## src/rtl/map_pkg.sv

```systemverilog
// ============================================================================
// Module : map_pkg
// Brief  : Shared FSM state encoding, strobe indices and default parameters.
// Rev    : 1.0 - initial release
// ============================================================================
`default_nettype none

package map_pkg;

    typedef enum logic [2:0] {
        IDLE   = 3'd0,
        ACTIVE = 3'd1,
        READ   = 3'd2,
        WRITE  = 3'd3,
        TOUT   = 3'd4
    } state_t;

    localparam int unsigned DEF_SYNC_STAGES = 2;
    localparam int unsigned DEF_FILT_LEN    = 2;
    localparam int unsigned DEF_TIMEOUT     = 255;

    // Bit positions of the six bus strobes inside the packed strobe vector
    localparam int unsigned IDX_AS      = 0;
    localparam int unsigned IDX_OE      = 1;
    localparam int unsigned IDX_CE_LO   = 2;
    localparam int unsigned IDX_CE_HI   = 3;
    localparam int unsigned IDX_WE_LO   = 4;
    localparam int unsigned IDX_WE_HI   = 5;
    localparam int unsigned NUM_STROBES = 6;

endpackage

`default_nettype wire

```

## src/rtl/sync_filt.sv

```systemverilog
// ============================================================================
// Module : sync_filt
// Brief  : 1-bit synchroniser, deglitch filter and falling-edge pulse.
// Rev    : 1.0 - initial release
// ============================================================================
`default_nettype none

module sync_filt #(
    parameter int SYNC_STAGES = 2,
    parameter int FILT_LEN    = 2
) (
    input  logic clk,
    input  logic rst_n,
    input  logic i_raw,
    output logic o_q,
    output logic o_fall
);

    localparam logic [1:0] c_cnt_last = 2'(FILT_LEN - 1);

    logic [SYNC_STAGES-1:0] r_sync;
    logic [1:0]             r_cnt;
    logic                   r_q;
    logic                   r_fall;
    logic                   w_sync;
    logic                   w_diff;
    logic                   w_flip;

    assign w_sync = r_sync[SYNC_STAGES-1];
    assign w_diff = (w_sync != r_q);
    // r_cnt holds how many differing samples preceded this one
    assign w_flip = w_diff && (r_cnt == c_cnt_last);

    always_ff @(posedge clk or negedge rst_n) begin
        if (!rst_n) begin
            r_sync <= '1;
            r_cnt  <= '0;
            r_q    <= 1'b1;
            r_fall <= 1'b0;
        end else begin
            r_sync <= {r_sync[SYNC_STAGES-2:0], i_raw};
            r_fall <= w_flip && !w_sync;
            if (w_flip) begin
                r_q   <= w_sync;
                r_cnt <= '0;
            end else if (w_diff) begin
                r_cnt <= r_cnt + 2'd1;
            end else begin
                r_cnt <= '0;
            end
        end
    end

    assign o_q    = r_q;
    assign o_fall = r_fall;

endmodule

`default_nettype wire

```

## src/rtl/cpu_bus_sync.sv

```systemverilog
// ============================================================================
// Module : cpu_bus_sync
// Brief  : Samples the async 68k cartridge bus into clk, with event pulses.
// Rev    : 1.0 - initial release
// ============================================================================
`default_nettype none

module cpu_bus_sync
    import map_pkg::*;
#(
    parameter int SYNC_STAGES = DEF_SYNC_STAGES,
    parameter int FILT_LEN    = DEF_FILT_LEN,
    parameter int TIMEOUT     = DEF_TIMEOUT
) (
    input  logic        clk,
    input  logic        rst_n,
    input  logic [23:0] bus_addr,
    input  logic [15:0] bus_data,
    input  logic        bus_as_n,
    input  logic        bus_oe_n,
    input  logic        bus_ce_lo_n,
    input  logic        bus_ce_hi_n,
    input  logic        bus_we_lo_n,
    input  logic        bus_we_hi_n,
    output logic [23:0] addr_q,
    output logic [15:0] data_q,
    output logic        as_q,
    output logic        oe_q,
    output logic        ce_lo_q,
    output logic        ce_hi_q,
    output logic        we_lo_q,
    output logic        we_hi_q,
    output logic        rd_stb,
    output logic        wr_stb_lo,
    output logic        wr_stb_hi,
    output logic        bus_err,
    output logic        proto_err
);

    // addr_q/data_q form the final stage, so the pipe itself is one shorter
    localparam int         c_PIPE    = SYNC_STAGES + FILT_LEN - 1;
    localparam logic [7:0] c_TIMEOUT = 8'(TIMEOUT);

    logic [NUM_STROBES-1:0] w_raw;
    logic [NUM_STROBES-1:0] w_q;
    logic [NUM_STROBES-1:0] w_fall;
    logic                   w_we_idle;
    logic                   w_we_fall;
    logic                   w_unused;

    logic [23:0] r_addr_pipe [c_PIPE];
    logic [15:0] r_data_pipe [c_PIPE];
    logic [23:0] r_addr_q;
    logic [15:0] r_data_q;

    state_t     r_state;
    state_t     w_state_nxt;
    logic [7:0] r_cnt;
    logic [7:0] w_cnt_nxt;
    logic [7:0] w_cnt_inc;

    assign w_raw = {bus_we_hi_n, bus_we_lo_n, bus_ce_hi_n,
                    bus_ce_lo_n, bus_oe_n, bus_as_n};

    for (genvar gi = 0; gi < NUM_STROBES; gi++) begin : g_strobe
        sync_filt #(
            .SYNC_STAGES(SYNC_STAGES),
            .FILT_LEN   (FILT_LEN)
        ) u_sync_filt (
            .clk   (clk),
            .rst_n (rst_n),
            .i_raw (w_raw[gi]),
            .o_q   (w_q[gi]),
            .o_fall(w_fall[gi])
        );
    end

    assign w_unused  = &{1'b0, w_fall[IDX_CE_LO], w_fall[IDX_CE_HI]};
    assign w_we_idle = w_q[IDX_WE_LO] & w_q[IDX_WE_HI];
    assign w_we_fall = w_fall[IDX_WE_LO] | w_fall[IDX_WE_HI];

    always_ff @(posedge clk or negedge rst_n) begin
        if (!rst_n) begin
            for (int i = 0; i < c_PIPE; i++) begin
                r_addr_pipe[i] <= '0;
                r_data_pipe[i] <= '0;
            end
            r_addr_q <= '0;
            r_data_q <= '0;
        end else begin
            r_addr_pipe[0] <= bus_addr;
            r_data_pipe[0] <= bus_data;
            for (int i = 1; i < c_PIPE; i++) begin
                r_addr_pipe[i] <= r_addr_pipe[i-1];
                r_data_pipe[i] <= r_data_pipe[i-1];
            end
            if (w_q[IDX_AS]) begin
                r_addr_q <= r_addr_pipe[c_PIPE-1];
            end
            if (w_we_idle) begin
                r_data_q <= r_data_pipe[c_PIPE-1];
            end
        end
    end

    // Counter value = number of cycles filtered as_n has been seen low
    assign w_cnt_inc = (r_cnt == 8'hFF) ? r_cnt : r_cnt + 8'd1;

    always_comb begin
        w_state_nxt = r_state;
        w_cnt_nxt   = r_cnt;
        if (w_q[IDX_AS]) begin
            w_state_nxt = IDLE;
            w_cnt_nxt   = '0;
        end else begin
            case (r_state)
                IDLE: begin
                    if (w_fall[IDX_AS]) begin
                        w_cnt_nxt = 8'd1;
                        if (w_fall[IDX_OE])  w_state_nxt = READ;
                        else if (w_we_fall)  w_state_nxt = WRITE;
                        else                 w_state_nxt = ACTIVE;
                    end
                end
                ACTIVE: begin
                    w_cnt_nxt = w_cnt_inc;
                    if (w_fall[IDX_OE])  w_state_nxt = READ;
                    else if (w_we_fall)  w_state_nxt = WRITE;
                end
                READ, WRITE, TOUT: w_cnt_nxt = w_cnt_inc;
                default: w_state_nxt = IDLE;
            endcase
            if ((w_state_nxt != IDLE) && (w_cnt_nxt >= c_TIMEOUT)) begin
                w_state_nxt = TOUT;
            end
        end
    end

    always_ff @(posedge clk or negedge rst_n) begin
        if (!rst_n) begin
            r_state <= IDLE;
            r_cnt   <= '0;
        end else begin
            r_state <= w_state_nxt;
            r_cnt   <= w_cnt_nxt;
        end
    end

    assign addr_q    = r_addr_q;
    assign data_q    = r_data_q;
    assign as_q      = w_q[IDX_AS];
    assign oe_q      = w_q[IDX_OE];
    assign ce_lo_q   = w_q[IDX_CE_LO];
    assign ce_hi_q   = w_q[IDX_CE_HI];
    assign we_lo_q   = w_q[IDX_WE_LO];
    assign we_hi_q   = w_q[IDX_WE_HI];
    // A read that starts while a write strobe is low is a protocol conflict
    assign rd_stb    = w_fall[IDX_OE] & w_we_idle;
    assign proto_err = w_fall[IDX_OE] & ~w_we_idle;
    assign wr_stb_lo = w_fall[IDX_WE_LO];
    assign wr_stb_hi = w_fall[IDX_WE_HI];
    assign bus_err   = (r_state == TOUT);

endmodule

`default_nettype wire

```

## config.mk

```make
export PLATFORM = sky130hd
export DESIGN_NAME = cpu_bus_sync
export DESIGN_NICKNAME = d
export VERILOG_FILES = /design/src/rtl/map_pkg.sv /design/src/rtl/sync_filt.sv /design/src/rtl/cpu_bus_sync.sv
export SDC_FILE = /design/constraint.sdc
export NUM_CORES = 1
export LEC_CHECK = 0
export CORE_AREA = 5 5 178 94
export CTS_CLUSTER_DIAMETER = 50
export DETAILED_ROUTE_END_ITERATION = 6
export DIE_AREA = 0 0 183 99
export PLACE_DENSITY = 0.71
export SLEW_MARGIN = 10
export SYNTH_ARGS = -nofsm -noshare
export SYNTH_HDL_FRONTEND = slang
export SYNTH_SLANG_ARGS = --single-unit
```

## constraint.sdc

```tcl
create_clock -name clk -period 5.3 [get_ports clk]
set_clock_uncertainty 0.2 [all_clocks]
set_input_delay 0.53 -clock clk [delete_from_list [all_inputs] [get_ports clk]]
set_output_delay 0.53 -clock clk [all_outputs]
set_load 0.005 [all_outputs]
```

==> results of run 1 <==
-- registers in the layout, summed over array words and instances, names as in the netlist --
signal                       count
r_cnt                            8
g_strobe.u_sync_filt.r_cnt      12
r_data_pipe                     48
addr_q                          24
g_strobe.u_sync_filt.o_q         6
r_state                          3
g_strobe.u_sync_filt.r_sync     12
g_strobe.u_sync_filt.o_fall      4
data_q                          16
r_addr_pipe                     72
-- what timing repair did --
action,CTS,global route
hold buffers,1,0
gates resized for setup,0,0
hold endpoints to repair,87,0
-- power breakdown --
| group | total [mW] | internal [mW] | switching, mW |
|---|---|---|---|
| clock network | 1.47 | 0.906 | 0.565 |
| registers | 2.10 | 1.87 | 0.225 |
| logic | 0.976 | 0.638 | 0.338 |
| total | 4.55 | 3.42 | 1.13 |
-- area by class of cell --
cell class                      count  area share
Clock buffer                       24      0.0616
Clock inverter                     10      0.0198
Timing Repair Buffer              101       0.119
Sequential cell                   205       0.605
Multi-Input combinational cell    161       0.160
Inverter                           12     0.00529
Tap cell                          204      0.0300
-- cells in the mapped netlist (2+ instances only) --
master,instances
dfrtp_1,187
mux2_2,46
nor2_1,24
dfstp_2,18
inv_1,12
nand2_1,8
ha_1,7
nand2b_1,6
xor2_1,6
a21oi_1,5
clkbuf_1,5
and3_1,4
and3b_1,4
o21ai_0,4
buf_6,3
nand4_1,3
nor2b_1,3
nor3_1,3
nor4_1,3
o2111ai_1,3
a31oi_1,2
nand3_1,2
-- metal layers --
layer  GRT usage  vias up  share of wire
li1            -     1544              -
met1       0.183     1701           0.47
met2       0.182      103           0.44
met3      0.0409       18          0.069
met4      0.0326        0          0.016
met5           0        -              0
-- worst min path at each step --
stage                     from              end  slack (ns)  depth (start not counted)
2_1_floorplan            rst_n        addr_q[0]        0.03                          0
3_3_place_gp   r_data_pipe[26]  r_data_pipe[10]        0.13                          0
3_5_place_dp   r_addr_pipe[49]  r_addr_pipe[25]        0.13                          0
4_1_cts        r_addr_pipe[51]  r_addr_pipe[27]        0.15                          0
5_1_grt        r_addr_pipe[49]  r_addr_pipe[25]        0.15                          0
6_report       r_addr_pipe[51]  r_addr_pipe[27]        0.15                          0
-- kinds of logic after synthesis --
family | share of synthesized area
buffers and inverters | 0.0155
AO/OA/AOI/OAI | 0.0394
XOR/XNOR | 0.00795
multiplexers | 0.0836
flip-flops | 0.779
adder cells (fa/ha/maj) | 0.0132
AND/OR/NAND/NOR | 0.0613
==> key figures, run 1 <==
Flow run
  – Max Cap Violations: 0

Place
  – Placed cells: slightly below 700
  – Setup WS pre-CTS: 2.73 ns
  – I/O Buffers: slightly below 100
  – RePlAce Congestion: 0.858
  – Post-detail-place hpwl: between 7 and 8 mm
  – Dpl cell area: just under 8000 um2

Detailed routing
  – Routed wire length: ~11 mm
  – Pre-Repair DR Iteration Count: 4
  – Routed len/inst: between 15 and 20 um
  – Routed vias/inst: roughly 4.7
  – Via count: ~3.4k
  – Detailed router's first-iteration violation count: approximately 160
  – Routed Antenna Nets: 0
  – Drt drc: 0

Clock tree
  – Clk slew on worst S/H paths: 0.07 ns
  – Clk Tree Root Cell: clkbuf_16
  – Clock Sinks: 205
  – Max clock buf depth: 3
  – Clk Latency, worst-skew pair: ~0.47 ns
  – Setup Buffers After CTS: 0
  – H-tree depth reported by CTS: 1
  – CTS buffer count: 19
  – CTS tree: done

STA
  – Unrepaired setup endpoints after global routing: false
  – Min cycle time layout: approximately 3.0 ns
  – Final period util: 0.571
  – Final worst slack: 2.28 ns
  – Slew @ Worst Pin: 0.840 ns
  – Number of setup violations in the final report: 0
  – Max_slew headroom: 0.440
  – Fin Setup TNS: 0 ns
  – Maximum clock frequency: between 300 and 400 MHz
  – Final-report hold violation count: 0
  – Hold_ws: approximately 0.15 ns
  – Slew Limit Fails: 0

Die
  – Ports: just under 100
  – Die Span X: roughly 180 um
  – Initial Utilization: 0.440
  – # rows: 32
  – Placeable Area: between 15000 and 20000 um2
  – Die area: 18100 um2
  – Die Y-Extent: 99 um

Final layout
  – Layout fillers: 1166
  – Most frequent cells in the layout: 187 x dfrtp_1, 97 x clkdlybuf4s50_1, 46 x mux2_2
  – Area grow syn2layout: 28.7%
  – Nets@finish: around 560
  – Seq. cell area: about 5000 um2
  – Multi-input gate area: around 1400 um2
  – Final Non-Filler Cells: slightly above 700
  – Core Util, Final: 0.567
  – Final Instance Area: about 8500 um2
  – Diode count: 0
  – Share of layout cells above drive strength 1: 0.216
  – Most common cell after layout, fill and taps aside: dfrtp_1

Worst setup path
  – Worst R2R Path Depth: 7
  – CP max stage cell: dfstp_2
  – Worst EP required: around 4.6 ns
  – Startpoint Class: register
  – Critical path origin: g_strobe[4].u_sync_filt.o_q
  – Crit-path cells: nand2_1 > nor2_1 > clkdlybuf4s50_1
  – Kind of critical path: reg -> out
  – Buf+Inv Stages, Crit Path: 1
  – Critical path endpoint: rd_stb
  – R2R Setup Slk: ~2.7 ns
  – Levels on crit path: 3
  – Critical path's top delay family: simple AND/OR/NAND/NOR gates
  – FF-to-FF End: r_state[2]
  – CP max stage delay: about 0.57 ns
  – Crit-path max FO: 17
  – Critical path endpoint category: primary output
  – Crit path DAT: about 2.3 ns
  – RR Startpoint: r_cnt[1]

Logic synthesis
  – Ys Warns: 0
  – Post-synth top flop: dfrtp_1
  – Mapped cell area: 6610 um2
  – Synth top area share: 0.708
  – Cells after Synth: ~390
  – Synth top area cells: dfrtp_1 71%, mux2_2 7.8%, dfstp_2 7.2%
  – Syn Area/Cell: 17.1 um2
  – Post-synth cell types: 51
  – Cell taking the most area after synthesis: dfrtp_1
  – Post-synth EDFFs: 0
  – Syn_nets: roughly 440
  – Synthesized flop and latch total: around 210
  – Sequential fraction of the synthesis area: 0.779
  – Ys async rst share: 1.00

Worst hold path
  – Hold WC Path Type: reg -> reg

Global routing
  – Gr ovfl total: 0
  – Largest net degree at the start of global routing: 96
  – Antenna violations before repair: 0
  – Vias in the first global route: between 3k and 4k
  – Global Route Usage Sum: 0.125
  – First-pass GRT wire length: between 15 and 20 mm

Power and ir drop
  – Max VDD drop: approximately 0.24 mV
  – Total power: about 4.5 mW
  – Pwr dens: 534 nW/um2
  – Leakage: 3.68 nW

Status
  – Status: finished, final reports clean
Note: power is estimated with default switching activity, not from simulation.
==> run 2: changes to the inputs <==
==> constraint.sdc (replaced) <==
create_clock -name clk -period 3 [get_ports clk]
set_clock_uncertainty 0.2 [all_clocks]
set_input_delay 0.3 -clock clk [delete_from_list [all_inputs] [get_ports clk]]
set_output_delay 0.3 -clock clk [all_outputs]
set_load 0.005 [all_outputs]
==> run 2 against run 1 <==
  * Via count grew 1.6%
  * Critical path depth stayed put
  * Non-clock buffer count rose by 3
  * Highest routed layer unchanged
  * Sequential power up 72%
  * Final cell count up 0.14%
  * Critical path type unchanged
==> key figures, run 2 (synthesized netlist as in run 1, its figures left out) <==
Worst setup path
  – Crit-path max FO: 9 (was 17)
  – Crit-path cells: nor2_1 > and2_1 > clkdlybuf4s50_1 (was nand2_1 > nor2_1 > clkdlybuf4s50_1)
  – CP max stage cell: clkdlybuf4s50_1 (was dfstp_2)
  – Crit path DAT: 2.20 ns (was 2.29 ns)
  – Worst EP required: 2.50 ns (was 4.57 ns)
  – Critical path endpoint category: primary output (unchanged)
  – Kind of critical path: reg -> out (unchanged)
  – Startpoint Class: register (unchanged)
  – R2R Setup Slk: 0.45 ns (was 2.74 ns)
  – CP max stage delay: 0.53 ns (was 0.57 ns)

Clock tree
  – H-tree depth reported by CTS: 1 (unchanged)
  – CTS buffer count: 18 (was 19)
  – CTS tree: done (unchanged)
  – Cells resized by post-CTS repair: 0 (unchanged)
  – Clk Latency, worst-skew pair: 0.47 ns (about the same)
  – Clk Tree Root Cell: clkbuf_16 (unchanged)
  – Clk slew on worst S/H paths: 0.06 ns (was 0.07 ns)
  – Max clock buf depth: 3 (unchanged)
  – Clock Sinks: 205 (unchanged)

Global routing
  – Vias in the first global route: 3740 (was 3674)
  – First-pass GRT wire length: 19.6 mm (was 18.6 mm)
  – Largest net degree at the start of global routing: 81 (was 96)
  – Gr ovfl total: 0 (unchanged)
  – Antenna violations before repair: 0 (unchanged)
  – Global Route Usage Sum: 0.132 (was 0.125)

STA
  – Number of setup violations in the final report: 0 (unchanged)
  – Final-report hold violation count: 0 (unchanged)
  – Hold_ws: 0.0328 ns (was 0.145 ns)
  – Max_slew headroom: 0.590 (was 0.440)
  – Slew @ Worst Pin: 0.610 ns (was 0.840 ns)
  – Unrepaired setup endpoints after global routing: false (unchanged)
  – Slew Limit Fails: 0 (unchanged)
  – Final period util: 0.901
  – Min cycle time layout: 2.70 ns
  – Fin Setup TNS: 0 ns (unchanged)
  – Maximum clock frequency: approximately 370 MHz

Place
  – I/O Buffers: 98 (unchanged)
  – RePlAce Congestion: 0.855 (was 0.858)
  – Post-detail-place hpwl: 7.74 mm (was 7.41 mm)

Die
  – Die Y-Extent: 99 um (unchanged)
  – Die area: 18100 um2 (unchanged)
  – Die Span X: 183 um (unchanged)
  – # rows: 32 (unchanged)
  – Placeable Area: 15000 um2 (unchanged)
  – Ports: 99 (unchanged)
  – Initial Utilization: 0.440 (unchanged)

Power and ir drop
  – Net switching fraction of the power: 0.255 (was 0.248)
  – Part of the power in combinational logic: 0.242 (was 0.215)
  – Pwr dens: 913 nW/um2 (was 534 nW/um2)
  – Power share of the clock group: 0.288 (was 0.323)
  – Total power: 7.70 mW (was 4.55 mW)
  – Flop pwr share: 0.470 (was 0.462)
  – Net switching power: 1.97 mW (was 1.13 mW)
  – Leakage: 3.65 nW (was 3.68 nW)
  – Max VDD drop: 0.344 mV (was 0.235 mV)
  – P_int: 5.74 mW (was 3.42 mW)

Detailed routing
  – Routed wire length: 11.4 mm (was 11.0 mm)
  – Pre-Repair DR Iteration Count: 5 (was 4)
  – Drt drc: 0 (unchanged)
  – Routed len/inst: 15.9 um (was 15.4 um)
  – Detailed router's first-iteration violation count: 174 (was 161)
  – Routed Antenna Nets: 0 (unchanged)
  – Routed vias/inst: 4.76 (was 4.69)
  – Via count: 3421 (was 3366)

Final layout
  – Multi-input gate area: 1360 um2 (unchanged)
  – Seq. cell area: 5150 um2 (unchanged)
  – Area grow syn2layout: 27.5% (was 28.7%)
  – Most flops, register: r_addr_pipe (unchanged)
  – Most common cell after layout, fill and taps aside: dfrtp_1 (unchanged)
  – Share of layout cells above drive strength 1: 0.210 (was 0.216)
  – Diode count: 0 (unchanged)
  – Layout fillers: 1146 (was 1166)
  – Number of flip-flops in the largest register: 72 (unchanged)
  – Most frequent cells in the layout: 187 x dfrtp_1, 97 x clkdlybuf4s50_1, 46 x mux2_2 (unchanged)
  – Nets@finish: 557 (was 555)

Flow run
  – Max Cap Violations: 0 (unchanged)

Status
  – Status: finished, final reports clean (unchanged)

Worst hold path
  – Hold WC Path Type: in -> reg (was reg -> reg)
## run 2: layout make-up
class | instances | area share
clock buffer | 27 | 0.0610
clock inverter | 5 | 0.00727
inverter | 12 | 0.00534
multi-input combinational | 161 | 0.161
sequential | 205 | 0.611
tap | 204 | 0.0303
timing repair buffer | 104 | 0.124
## run 2: final timing paths
kind / start / depth (start not counted) / endpoint
setup / recovery: r_state[1] / 3 / bus_err
min in group asynchronous: rst_n / 2 / r_addr_pipe[45]
setup reg to reg: r_cnt[0] / 7 / r_state[0]
hold / removal: bus_ce_lo_n / 1 / g_strobe[2].u_sync_filt.r_sync[0]
max in group asynchronous: rst_n / 3 / g_strobe[3].u_sync_filt.r_sync[0]
hold reg to reg: r_data_pipe[36] / 0 / r_data_pipe[20]
## run 2: routing by layer
metal	up-vias	part of all wire	track usage
li1	1546	-	-
met1	1741	0.48	0.202
met2	112	0.44	0.190
met3	22	0.067	0.0369
met4	0	0.016	0.0292
met5	-	0	0
## run 2: timing repair
| action | CTS | global route |
|---|---|---|
| endpoints found under the hold margin | 65 | 0 |
| hold buffers | 1 | 0 |
| buffers inserted | 0 | 0 |
## run 2: power by group through the flow
stage	combinational [mW]	sequential [mW]	clock (mW)
after floorplan	0.895	3.61	0
after global placement	1.83	3.64	0
final	1.86	3.62	2.22
after CTS	1.91	3.63	2.29
after global routing	2.05	3.68	2.42
after detailed placement	1.90	3.67	0
## run 2: critical path, delay by kind of cell, from the launching register on
family	cells	cell delay (ns)
simple gates	2	0.72
buf+inv	1	0.53
flops	1	0.49
## run 2: metrics by stage
step           setup WS, ns   util  instances  area, um2
2_1_floorplan         0.757      -        387       6610
3_3_place_gp          0.636  0.523        685       7850
3_5_place_dp          0.507  0.523        685       7850
4_1_cts               0.312  0.562        718       8430
5_1_grt               0.200  0.562        718       8430
6_report              0.296  0.562        718       8430
